**config.mk**
```make
export PLATFORM = sky130hd
export DESIGN_NAME = mtimer_mmio
export DESIGN_NICKNAME = d
export VERILOG_FILES = /design/src/rtl/mtimer_mmio.sv
export SDC_FILE = /design/constraint.sdc
export NUM_CORES = 1
export LEC_CHECK = 0
export BUFFER_PORTS_ARGS = -buffer_cell sky130_fd_sc_hd__buf_2
export CAP_MARGIN = 20
export CORE_ASPECT_RATIO = 1.5
export CORE_UTILIZATION = 65
export CTS_CLUSTER_SIZE = 30
export DETAILED_ROUTE_END_ITERATION = 7
export GPL_TIMING_DRIVEN = 0
export PLACE_DENSITY = 0.84
export SLEW_MARGIN = 20
export SYNTH_ARGS = -nofsm -noshare
export SYNTH_HDL_FRONTEND = slang
export SYNTH_SLANG_ARGS = --single-unit
```
**constraint.sdc**
```tcl
create_clock -name clk -period 6.3 [get_ports clk]
set_input_delay 0 -clock clk [delete_from_list [all_inputs] [get_ports clk]]
set_output_delay 0 -clock clk [all_outputs]
set_load 0.02 [all_outputs]
```
**src/rtl/mtimer_mmio.sv**
```systemverilog
// mtimer_mmio: memory-mapped RISC-V machine timer (mtime / mtimecmp).
//
// Sits behind the MMU's timer-window decode on the data-memory side. A
// prescaler produces an increment tick every PRESCALE clocks; mtime is a
// 64-bit free-running counter and irq_mtimecmp_o is the registered result of
// the unsigned compare mtime >= mtimecmp.
//
// Access protocol: there is no valid/ready pair. An access happens on any
// rising clk edge where sel_i & |be_i; it is accepted in zero cycles and can
// never be stalled. we_i picks write versus read. Read data appears on do_o
// in the cycle after the request and then holds until the next read.
//
// Register map (addr_i[3:2]): 0 mtime[31:0], 1 mtime[63:32],
//                             2 mtimecmp[31:0], 3 mtimecmp[63:32].
//
// Ports:
//   clk             in   1   clock
//   resetb          in   1   synchronous reset, active-low
//   sel_i           in   1   access targets the timer window this cycle
//   we_i            in   1   1 = write, 0 = read (qualified by sel_i)
//   be_i            in   4   byte enables; no access when all zero
//   addr_i          in   4   byte offset; [3:2] selects register
//   di_i            in   32  write data
//   do_o            out  32  registered read data
//   irq_mtimecmp_o  out  1   registered level interrupt request
module mtimer_mmio #(
  parameter int PRESCALE = 1,
  parameter int PS_W     = 16
) (
  input  logic        clk,
  input  logic        resetb,
  input  logic        sel_i,
  input  logic        we_i,
  input  logic [3:0]  be_i,
  input  logic [3:0]  addr_i,
  input  logic [31:0] di_i,
  output logic [31:0] do_o,
  output logic        irq_mtimecmp_o
);

  localparam logic [PS_W-1:0] PS_RELOAD = PS_W'(PRESCALE - 1);

  logic [PS_W-1:0] ps_q, ps_d;
  logic [63:0]     mtime_q, mtime_d;
  logic [63:0]     mtimecmp_q, mtimecmp_d;
  logic [31:0]     do_q, do_d;
  logic            irq_q, irq_d;

  logic            tick;
  logic            wr_en;
  logic            rd_en;
  logic [63:0]     mtime_inc;
  logic [31:0]     rd_mux;
  logic            addr_unused;

  // Byte offset within a word carries no meaning here; the MMU does lane work.
  assign addr_unused = ^addr_i[1:0];

  function automatic logic [31:0] byte_merge(input logic [31:0] old_v,
                                             input logic [31:0] new_v,
                                             input logic [3:0]  be);
    logic [31:0] res;
    res = old_v;
    for (int i = 0; i < 4; i++) begin
      if (be[i]) res[8*i +: 8] = new_v[8*i +: 8];
    end
    return res;
  endfunction

  assign wr_en = sel_i &  we_i & (|be_i);
  assign rd_en = sel_i & ~we_i & (|be_i);
  assign tick  = (ps_q == '0);

  always_comb begin
    ps_d       = tick ? PS_RELOAD : (ps_q - PS_W'(1));
    mtime_inc  = mtime_q + 64'd1;
    mtime_d    = tick ? mtime_inc : mtime_q;
    mtimecmp_d = mtimecmp_q;

    // Writes merge over the already-incremented value. For a lo write the hi
    // half is therefore carried only from the OLD lo, never from written data;
    // for a hi write the unwritten hi bytes come from the incremented hi.
    if (wr_en) begin
      unique case (addr_i[3:2])
        2'd0: mtime_d[31:0]     = byte_merge(mtime_d[31:0],     di_i, be_i);
        2'd1: mtime_d[63:32]    = byte_merge(mtime_d[63:32],    di_i, be_i);
        2'd2: mtimecmp_d[31:0]  = byte_merge(mtimecmp_q[31:0],  di_i, be_i);
        2'd3: mtimecmp_d[63:32] = byte_merge(mtimecmp_q[63:32], di_i, be_i);
        default: ;
      endcase
    end

    // Reads return the value held before this edge's updates.
    unique case (addr_i[3:2])
      2'd0:    rd_mux = mtime_q[31:0];
      2'd1:    rd_mux = mtime_q[63:32];
      2'd2:    rd_mux = mtimecmp_q[31:0];
      default: rd_mux = mtimecmp_q[63:32];
    endcase
    do_d  = rd_en ? rd_mux : do_q;

    irq_d = (mtime_q >= mtimecmp_q);
  end

  always_ff @(posedge clk) begin
    if (!resetb) begin
      ps_q       <= PS_RELOAD;
      mtime_q    <= 64'd0;
      mtimecmp_q <= 64'hFFFF_FFFF_FFFF_FFFF;
      do_q       <= 32'd0;
      irq_q      <= 1'b0;
    end else begin
      ps_q       <= ps_d;
      mtime_q    <= mtime_d;
      mtimecmp_q <= mtimecmp_d;
      do_q       <= do_d;
      irq_q      <= irq_d;
    end
  end

  assign do_o           = do_q;
  assign irq_mtimecmp_o = irq_q;

endmodule

```
==> metrics, run 1 <==
Clk Latency, worst-skew pair roughly 0.45 ns; Gate Count Post-Synth approximately 1,200; Max Freq 0.361 GHz; Die ar. roughly 16,000 um2; Slew @ Worst Pin ~1.0 ns; maximum VDD drop ~220 uV; GRT overflow 0; WP data required ~6.6 ns; Worst Skew about 0.0082 ns; DR pass1 iterations 5; Core Area approximately 15,000 um2; RSZ-0062 raised after global routing false; power per cell area approximately 220 nW/um2; YS warnings 0; DRC violations left 0; Mapped Area about 10,000 um2; number of global-route vias before repair 9,512; layout cells sized above 1 0.129; Worst Hold Class input pin to flip-flop; first-pass GRT wire length about 48,000 um; pre-CTS worst setup slack about 3.6 ns; total wire length approximately 30,000 um; number of H-tree levels 4; Initial Util 0.664; clock-pin slew on the worst setup and hold paths roughly 0.070 ns; Num Clock Sinks ~180; Setup TNS 0 ns; Die Wd 103 um; # nets final 1,423; maxcap violations 0; Max Transition Viols Final 0; Critical Path AT between 3 and 4 ns; Non-Filler Instances between 1,500 and 2,000; Avg Cell Area, Syn between 8 and 9 um2; startpoint types flip-flop; gpl congestion between 0.9 and 1; CTS tree yes; max_slew headroom 0.296; DR WL/cell roughly 20 um; DIE HEIGHT approximately 150 um; Num CTS Buffers 17; minimum clock period roughly 2.8 ns; antenna-violating nets left 0; Total GRT Usage 0.403; FF+latch count, synth between 150 and 200; Post-synth EDFFs 0; main flop type after synthesis dfxtp_1; Fin. Hold Viols 0; Yosys cell types between 40 and 50; register area share after synthesis 0.354; Tcrit/Tclk final 0.440; initial antenna violation count 0; # rows 55; fin worst setup slack 3.53 ns; cell count after placement 1,461; Via Count about 9,800; largest net degree at the start of global routing 19; Final setup viols 0; n_diodes 0; Via density 6.42; CTS root buf clkbuf_16; Area Overhead vs Synth 15.3%; status finished clean; Crit Path Class flip-flop to flip-flop; kind of capture point of the worst setup path flip-flop; I/O Pins 77; Net Count, Synth approximately 1,300; PortBufs 72; Async SR Flop Fraction 0; DP HPWL between 20,000 and 25,000 um; Static Leak 0.00519 uW; Iteration-0 DRC Markers between 700 and 800; CTS Buffer Depth 2; crit path max fanout 10
metrics by stage:
step	hold slack [ns]	util	power [uW]	cell area [um2]
floorplan	0.109	-	1330	10000
global placement	0.267	0.704	1410	10600
detailed placement	0.269	0.705	1420	10600
CTS	0.00354	0.766	2480	11500
global route	0.0547	0.766	2560	11500
finish	0.0330	0.766	2490	11500
cell usage in the layout, fill, tap and decap left out, types with 23 or more instances in the layout:
master         count
a21oi_1          106
nor2_1            37
ha_1              66
nand3_1          111
o21ai_0           64
xnor2_1           57
dfxtp_1          177
dlygate4sd3_1     32
buf_2             75
mux4_2            32
clkbuf_1          53
o211ai_1          24
inv_1             75
nor3_1            23
nand2_1          194
power breakdown:
| group | leakage [uW] | internal, uW | switching, uW |
|---|---|---|---|
| logic | 0.00347 | 94.1 | 144 |
| registers | 0.00144 | 1150 | 29.2 |
| clock network | 0.000289 | 566 | 506 |
critical path, stage by stage, from the launching register on:
cell and delay, ns:
dfxtp_1 0.49, and3_1 0.21, clkbuf_1 0.22, and4_1 0.22, clkbuf_1 0.36, clkbuf_1 0.48
nand2_1 0.14, nor4_1 0.29, xnor2_1 0.17, o21ai_0 0.08
cell usage after synthesis (14+ instances only):
library cell | instances | share of area
nor3_1 | 23 | 0.012
mux4_2 | 32 | 0.072
a21oi_1 | 106 | 0.053
nor4_1 | 14 | 0.0088
dfxtp_1 | 177 | 0.35
o21ai_0 | 64 | 0.032
xnor2_1 | 57 | 0.050
nand3_1 | 111 | 0.056
xor2_1 | 19 | 0.017
ha_1 | 66 | 0.083
nor2_1 | 37 | 0.014
nand4_1 | 22 | 0.014
inv_1 | 75 | 0.028
clkbuf_1 | 53 | 0.020
nand2_1 | 194 | 0.073
o211ai_1 | 24 | 0.018
cell type report:
class                   instances  area, um2
repair buffers                105        688
inverters                      75        282
fillers                      1090       3530
plain buffers                  70        304
clock inverters                15        164
well taps                     199        249
multi-input cells             867       5880
clock buffers                  17        425
flip-flops and latches        177       3540
state kept, by name (all words and copies together), names as in the netlist:
register / cells
mtime_q: 64
mtimecmp_q: 64
do_o: 32
ps_q: 16
irq_mtimecmp_o: 1
repair_timing:
action                     CTS  global route
setup endpoints to repair    0             0
hold endpoints to repair   128             0
hold buffers                32             0
buffers inserted             0             0
gates resized for setup      0             0
path summary, 6_finish.rpt:
path / slack (ns) / depth (start not counted) / startpoint / endpoint
worst max-delay path: 3.53 / 9 / mtime_q[24] / mtime_q[56]
worst min-delay path: 0.03 / 4 / we_i / do_o[31]
worst max register to register: 3.53 / 9 / mtime_q[24] / mtime_q[56]
worst min register to register: 0.45 / 2 / do_o[26] / do_o[26]
cell families after synthesis:
family                     Yosys count  synth area share
DFF                                177             0.354
buffers and inverters              145            0.0585
and+or+nand+nor                    467             0.239
AOI/OAI and AO/OA                  226             0.127
xor gates and xnor gates            76            0.0665
adders and majority gates           66            0.0825
muxes                               32            0.0720
routing by layer:
layer	track usage	vias up	part of all wire
met3	0.0814	174	0.093
met2	0.656	571	0.48
met4	0.286	0	0.074
met1	0.462	4579	0.35
met5	0	-	0
li1	-	4464	-
(Power assumes the default switching activity.)
==> run 2, diff against run 1 <==
--- a/config.mk
+++ b/config.mk
@@ -8,11 +8,11 @@
 export BUFFER_PORTS_ARGS = -buffer_cell sky130_fd_sc_hd__buf_2
 export CAP_MARGIN = 20
 export CORE_ASPECT_RATIO = 1.5
-export CORE_UTILIZATION = 65
+export CORE_UTILIZATION = 55
 export CTS_CLUSTER_SIZE = 30
 export DETAILED_ROUTE_END_ITERATION = 7
 export GPL_TIMING_DRIVEN = 0
-export PLACE_DENSITY = 0.84
+export PLACE_DENSITY = 0.76
 export SLEW_MARGIN = 20
 export SYNTH_ARGS = -nofsm -noshare
 export SYNTH_HDL_FRONTEND = slang
==> constraint.sdc (replaced) <==
create_clock -name clk -period 2.45 [get_ports clk]
set_input_delay 0 -clock clk [delete_from_list [all_inputs] [get_ports clk]]
set_output_delay 0 -clock clk [all_outputs]
set_load 0.02 [all_outputs]
==> run 2 against run 1 <==
Against the previous run: the run now ends with DRC, setup timing left; setup slack worse by 3.6 ns; global-route usage down 6.8 points; sequential share of layout area down 1.1 points; combinational power rose to 2.6 times the previous value; largest cell class unchanged; register-to-register slack worse by 3.6 ns; maximum frequency up 12%; clock power rose to 2.7 times the previous value.
==> metrics, run 2 (same netlist as run 1, synthesis figures left out) <==
status finished with violations; failing checks DRC, setup timing; CTS tree yes; minimum clock period 2.48 ns; Core Area 17,900 um2; Cell Area, Placed approximately 11,000 um2; cell count after placement approximately 1,500; Die Wd roughly 110 um; crit-path cells or4_4, nor4_4, buf_6, nand4_4, buf_12, nor4_4, xnor2_1, a21oi_1; RSZ-0062 raised after global routing true; maximum VDD drop slightly below 500 uV; max_slew headroom 0.266; Die ar. 18,700 um2; Max Freq 0.403 GHz; Worst Skew approximately 0.012 ns; maxcap violations 0; Crit Path Class flip-flop to flip-flop; Critical Path AT 2.80 ns; Non-Filler Instances 1,550; layout cells sized above 1 0.168; DR WL/cell between 15 and 20 um; Static Leak approximately 0.0055 uW; WP data required 2.77 ns; Fin. Hold Viols 0; Slew @ Worst Pin roughly 1.1 ns; DRC violations left 8; Num Clock Sinks approximately 180; Tcrit/Tclk final 1.01; Final setup viols 4; n_diodes 0; total wire length a little over 30,000 um; power per cell area 540 nW/um2; delay of the slowest critical-path stage between 0.5 and 0.6 ns; Area Overhead vs Synth 20.1%; Worst Hold Class input pin to flip-flop; Iteration-0 DRC Markers 715; clock-pin slew on the worst setup and hold paths approximately 0.080 ns; kind of capture point of the worst setup path flip-flop; P_sw between 1500 and 2000 uW; antenna-violating nets left 0; DIE HEIGHT between 150 and 200 um; Total GRT Usage 0.335; Via density slightly above 6; number of global-route vias before repair 9,382; initial antenna violation count 0; Int Pwr between 4000 and 5000 uW; share of power burned in registers 0.466; Critical Path Most Common Cell nor4_4; slowest cell on the critical path or4_4; most common cell after layout, fill and taps aside nand2_1; PortBufs 72; Max Transition Viols Final 0; GRT overflow 0; fin worst setup slack -0.0290 ns; worst hold margin 0.0572 ns; Num CTS Buffers 17; Layout fillers 1,510; DP HPWL roughly 23,000 um; combinational cell fraction of total power 0.096; startpoint types flip-flop; I/O Pins 77; number of H-tree levels 4; switching part of the total 0.279; first-pass GRT wire length approximately 49,000 um; Clk Latency, worst-skew pair between 0.4 and 0.5 ns; DR pass1 iterations 7; clock power share 0.437; commonest cells after routing, fill and taps aside 193 x nand2_1, 166 x dfxtp_1, 111 x nand3_1; Via Count between 9,000 and 10,000; CTS Buffer Depth 2; Initial Util 0.560; largest net degree at the start of global routing 20; CTS root buf clkbuf_16; # rows 60; Design Area, Final 12,000 um2; crit path max fanout 5; # nets final approximately 1,400; gpl congestion around 0.96
[run 2: critical path, delay by kind of cell (launching register included)]
kind	cells	cell delay (ns)
AND/OR/NAND/NOR	4	1.33
buffers and inverters	2	0.40
flip-flops	1	0.34
XOR/XNOR	1	0.18
AO/OA/AOI/OAI	1	0.09
[run 2: power groups by stage]
stage          sequential (uW)  clock (uW)  combinational [uW]
2_1_floorplan             3100           0                 319
3_3_place_gp              3090           0                 550
3_5_place_dp              3090           0                 560
4_1_cts                   3020        2840                 609
5_1_grt                   3030        2960                 673
6_report                  3030        2840                 623
[run 2: layout make-up]
cell class | count | area (um2) | area share
Buffer | 68 | 344 | 0.0286
Clock buffer | 17 | 425 | 0.0354
Clock inverter | 15 | 183 | 0.0152
Inverter | 75 | 282 | 0.0234
Multi-Input combinational cell | 867 | 6180 | 0.514
Sequential cell | 177 | 3560 | 0.296
Tap cell | 217 | 272 | 0.0226
Timing Repair Buffer | 114 | 777 | 0.0647
[run 2: stage by stage]
stage | setup TNS [ns] | total power [uW] | setup slack (ns) | utilization
after floorplan | 0 | 3420 | 0.248 | -
after global placement | -25.45 | 3640 | -0.717 | 0.595
after detailed placement | -5.96 | 3650 | -0.214 | 0.596
after CTS | 0 | 6470 | 0.00540 | 0.656
after global routing | -1.06 | 6660 | -0.119 | 0.673
final | -0.0466 | 6490 | -0.0290 | 0.673
[run 2: path summary, 6_finish.rpt]
kind,start,end,slack (ns),cells after the start
hold reg to reg,do_o[21],do_o[21],0.45,2
setup / recovery,ps_q[9],mtime_q[53],-0.03,8
setup reg to reg,ps_q[9],mtime_q[53],-0.03,8
hold / removal,we_i,do_o[31],0.06,4
[run 2: repair_timing]
item | CTS | global route
buffers inserted | 5 | 3
endpoints found under the hold margin | 128 | 0
hold buffers | 32 | 0
pin swaps | 2 | 9
gates cloned | 0 | 1
endpoints found under the setup margin | 58 | 57
gates resized for setup | 25 | 56
[run 2: metal layers]
metal  part of all wire  GRT usage  vias up
met5                  0          0        -
met4              0.068      0.243        0
met3              0.065     0.0463      148
met2               0.50      0.577      464
met1               0.37      0.376     4529
li1                   -          -     4484
==> run 3, diff against run 2 <==
--- a/config.mk
+++ b/config.mk
@@ -7,7 +7,7 @@
 export LEC_CHECK = 0
 export BUFFER_PORTS_ARGS = -buffer_cell sky130_fd_sc_hd__buf_2
 export CAP_MARGIN = 20
-export CORE_ASPECT_RATIO = 1.5
+export CORE_ASPECT_RATIO = 0.6
 export CORE_UTILIZATION = 55
 export CTS_CLUSTER_SIZE = 30
 export DETAILED_ROUTE_END_ITERATION = 7
==> run 3 against run 2 <==
Against the previous run: the flow finishes with violations (setup timing); critical endpoint is now mtime_q[46]; sequential share of layout area decreased by 0.39 points; final area increased by 1.6%; critical path type unchanged; first-iteration DRC count is 120% higher; hold slack improved by 0.022 ns; die area about the same; non-clock buffer count grew 8; via count increased by 3.8%; clock power fell by 3%; setup slack better by 0.024 ns; maximum frequency is 0.99% higher; register-to-register slack better by 0.02 ns.
==> metrics, run 3 (same netlist as run 1, synthesis figures left out) <==
Critical Path AT about 2.8 ns; Max Transition Viols Final 0; gpl congestion roughly 0.96; Iteration-0 DRC Markers roughly 1,600; Final setup viols 2; number of global-route vias before repair approximately 9,000; minimum clock period ~2.5 ns; Worst Skew slightly above 0.008 ns; slowest cell on the critical path or4_4; combinational cell fraction of total power 0.099; # nets final 1,438; Total GRT Usage 0.351; Design Area, Final around 12,000 um2; DP HPWL roughly 23,000 um; Via Count about 10,000; Die ar. 18,800 um2; delay of the slowest critical-path stage 0.55 ns; crit-path cells or4_4, nor4_4, buf_4, nand4_4, buf_12, buf_12, nor4_4, xnor2_1, a21oi_1; I/O Pins 77; Die Wd between 150 and 200 um; CTS root buf clkbuf_16; clock power share 0.429; PortBufs approximately 70; DIE HEIGHT about 110 um; clock-pin slew on the worst setup and hold paths roughly 0.070 ns; first-pass GRT wire length 49,900 um; most common cell after layout, fill and taps aside nand2_1; layout cells sized above 1 0.180; Setup TNS -0.00627 ns; Clk Latency, worst-skew pair 0.45 ns; DR pass1 iterations 6; startpoint types flip-flop; kind of capture point of the worst setup path flip-flop; GRT overflow 0; DR WL/cell approximately 21 um; Max Freq just over 0.4 GHz; Slew @ Worst Pin about 1.2 ns; power per cell area approximately 520 nW/um2; Tcrit/Tclk final 1.00; Num Clock Sinks ~180; Core Area 17,500 um2; maxcap violations 0; maximum VDD drop between 400 and 500 uV; antenna-violating nets left 0; CTS tree yes; Initial Util 0.573; CTS Buffer Depth 2; Num CTS Buffers 17; failing checks setup timing; RSZ-0062 raised after global routing true; Worst Hold Class input pin to flip-flop; # rows 37; number of H-tree levels 4; Area Overhead vs Synth 22.0%; initial antenna violation count 1; Crit Path Class flip-flop to flip-flop; fin worst setup slack -0.00456 ns; Static Leak approximately 0.0057 uW; Cell Area, Placed 10,700 um2; Crit path max-delay family simple AND/OR/NAND/NOR gates; Fin. Hold Viols 0; switching part of the total 0.265; max_slew headroom 0.204; status finished with violations; crit path max fanout 6; share of power burned in registers 0.472; DRC violations left 0; P_sw 1700 uW; largest net degree at the start of global routing 17; commonest cells after routing, fill and taps aside 192 x nand2_1, 166 x dfxtp_1, 110 x nand3_1; total wire length about 33,000 um; Via density between 6 and 7; crit path buf inv count 3; Int Pwr 4710 uW; WP data required about 2.8 ns
## run 3: final timing paths
kind / start / to / slack, ns / cells past startpoint
max reg2reg: ps_q[10] / mtime_q[46] / -0.005 / 9
min: resetb / irq_mtimecmp_o / 0.08 / 5
min reg2reg: do_o[16] / do_o[16] / 0.45 / 2
max: ps_q[10] / mtime_q[46] / -0.005 / 9
## run 3: worst reg2reg max path, cell delays in order (launching register included)
cell     delay (ns)
dfxtp_2        0.32
or4_4          0.55
nor4_4         0.32
buf_4          0.17
nand4_4        0.11
buf_12         0.19
buf_12         0.15
nor4_4         0.28
xnor2_1        0.15
a21oi_1        0.08
## run 3: final cells by class
class | instances | area [um2]
inverters | 75 | 282
repair buffers | 123 | 887
flip-flops and latches | 177 | 3570
diodes | 1 | 2.50
fillers | 1317 | 5240
clock buffers | 21 | 480
plain buffers | 67 | 352
multi-input cells | 867 | 6240
well taps | 234 | 293
clock inverters | 11 | 106
## run 3: timing repair
action,CTS,global route
endpoints found under the hold margin,129,0
pin swaps,7,24
gates resized for setup,49,56
setup buffers,4,11
cloned,1,1
setup endpoints to repair,63,75
hold buffers,33,0
## run 3: metrics by stage
| stage | setup slack [ns] | hold slack, ns | cells | total power [uW] | utilization |
|---|---|---|---|---|---|
| after CTS | -0.0326 | 0.0324 | 1565 | 6370 | 0.679 |
| after detailed placement | -0.283 | 0.264 | 1496 | 3650 | 0.611 |
| after floorplan | 0.248 | 0.109 | 1189 | 3420 | - |
| final | -0.00456 | 0.0792 | 1576 | 6400 | 0.700 |
| after global placement | -0.942 | 0.264 | 1495 | 3640 | 0.611 |
| after global routing | -0.102 | 0.0792 | 1575 | 6580 | 0.699 |
## run 3: per-layer routing
metal  vias to the layer above  routed length, um  GRT usage
met5                         -                 54     0.0333
met2                       674              13100      0.480
met1                      4721              14100      0.511
li1                       4498                  -          -
met3                        95               4870      0.113
met4                         2                860      0.111
## run 3: power groups by stage
stage,Sequential (uW),Combinational (uW),Clock [uW]
after floorplan,3100,319,0
after global placement,3080,550,0
after detailed placement,3090,562,0
after CTS,3020,612,2730
after global routing,3030,677,2870
final,3020,632,2750
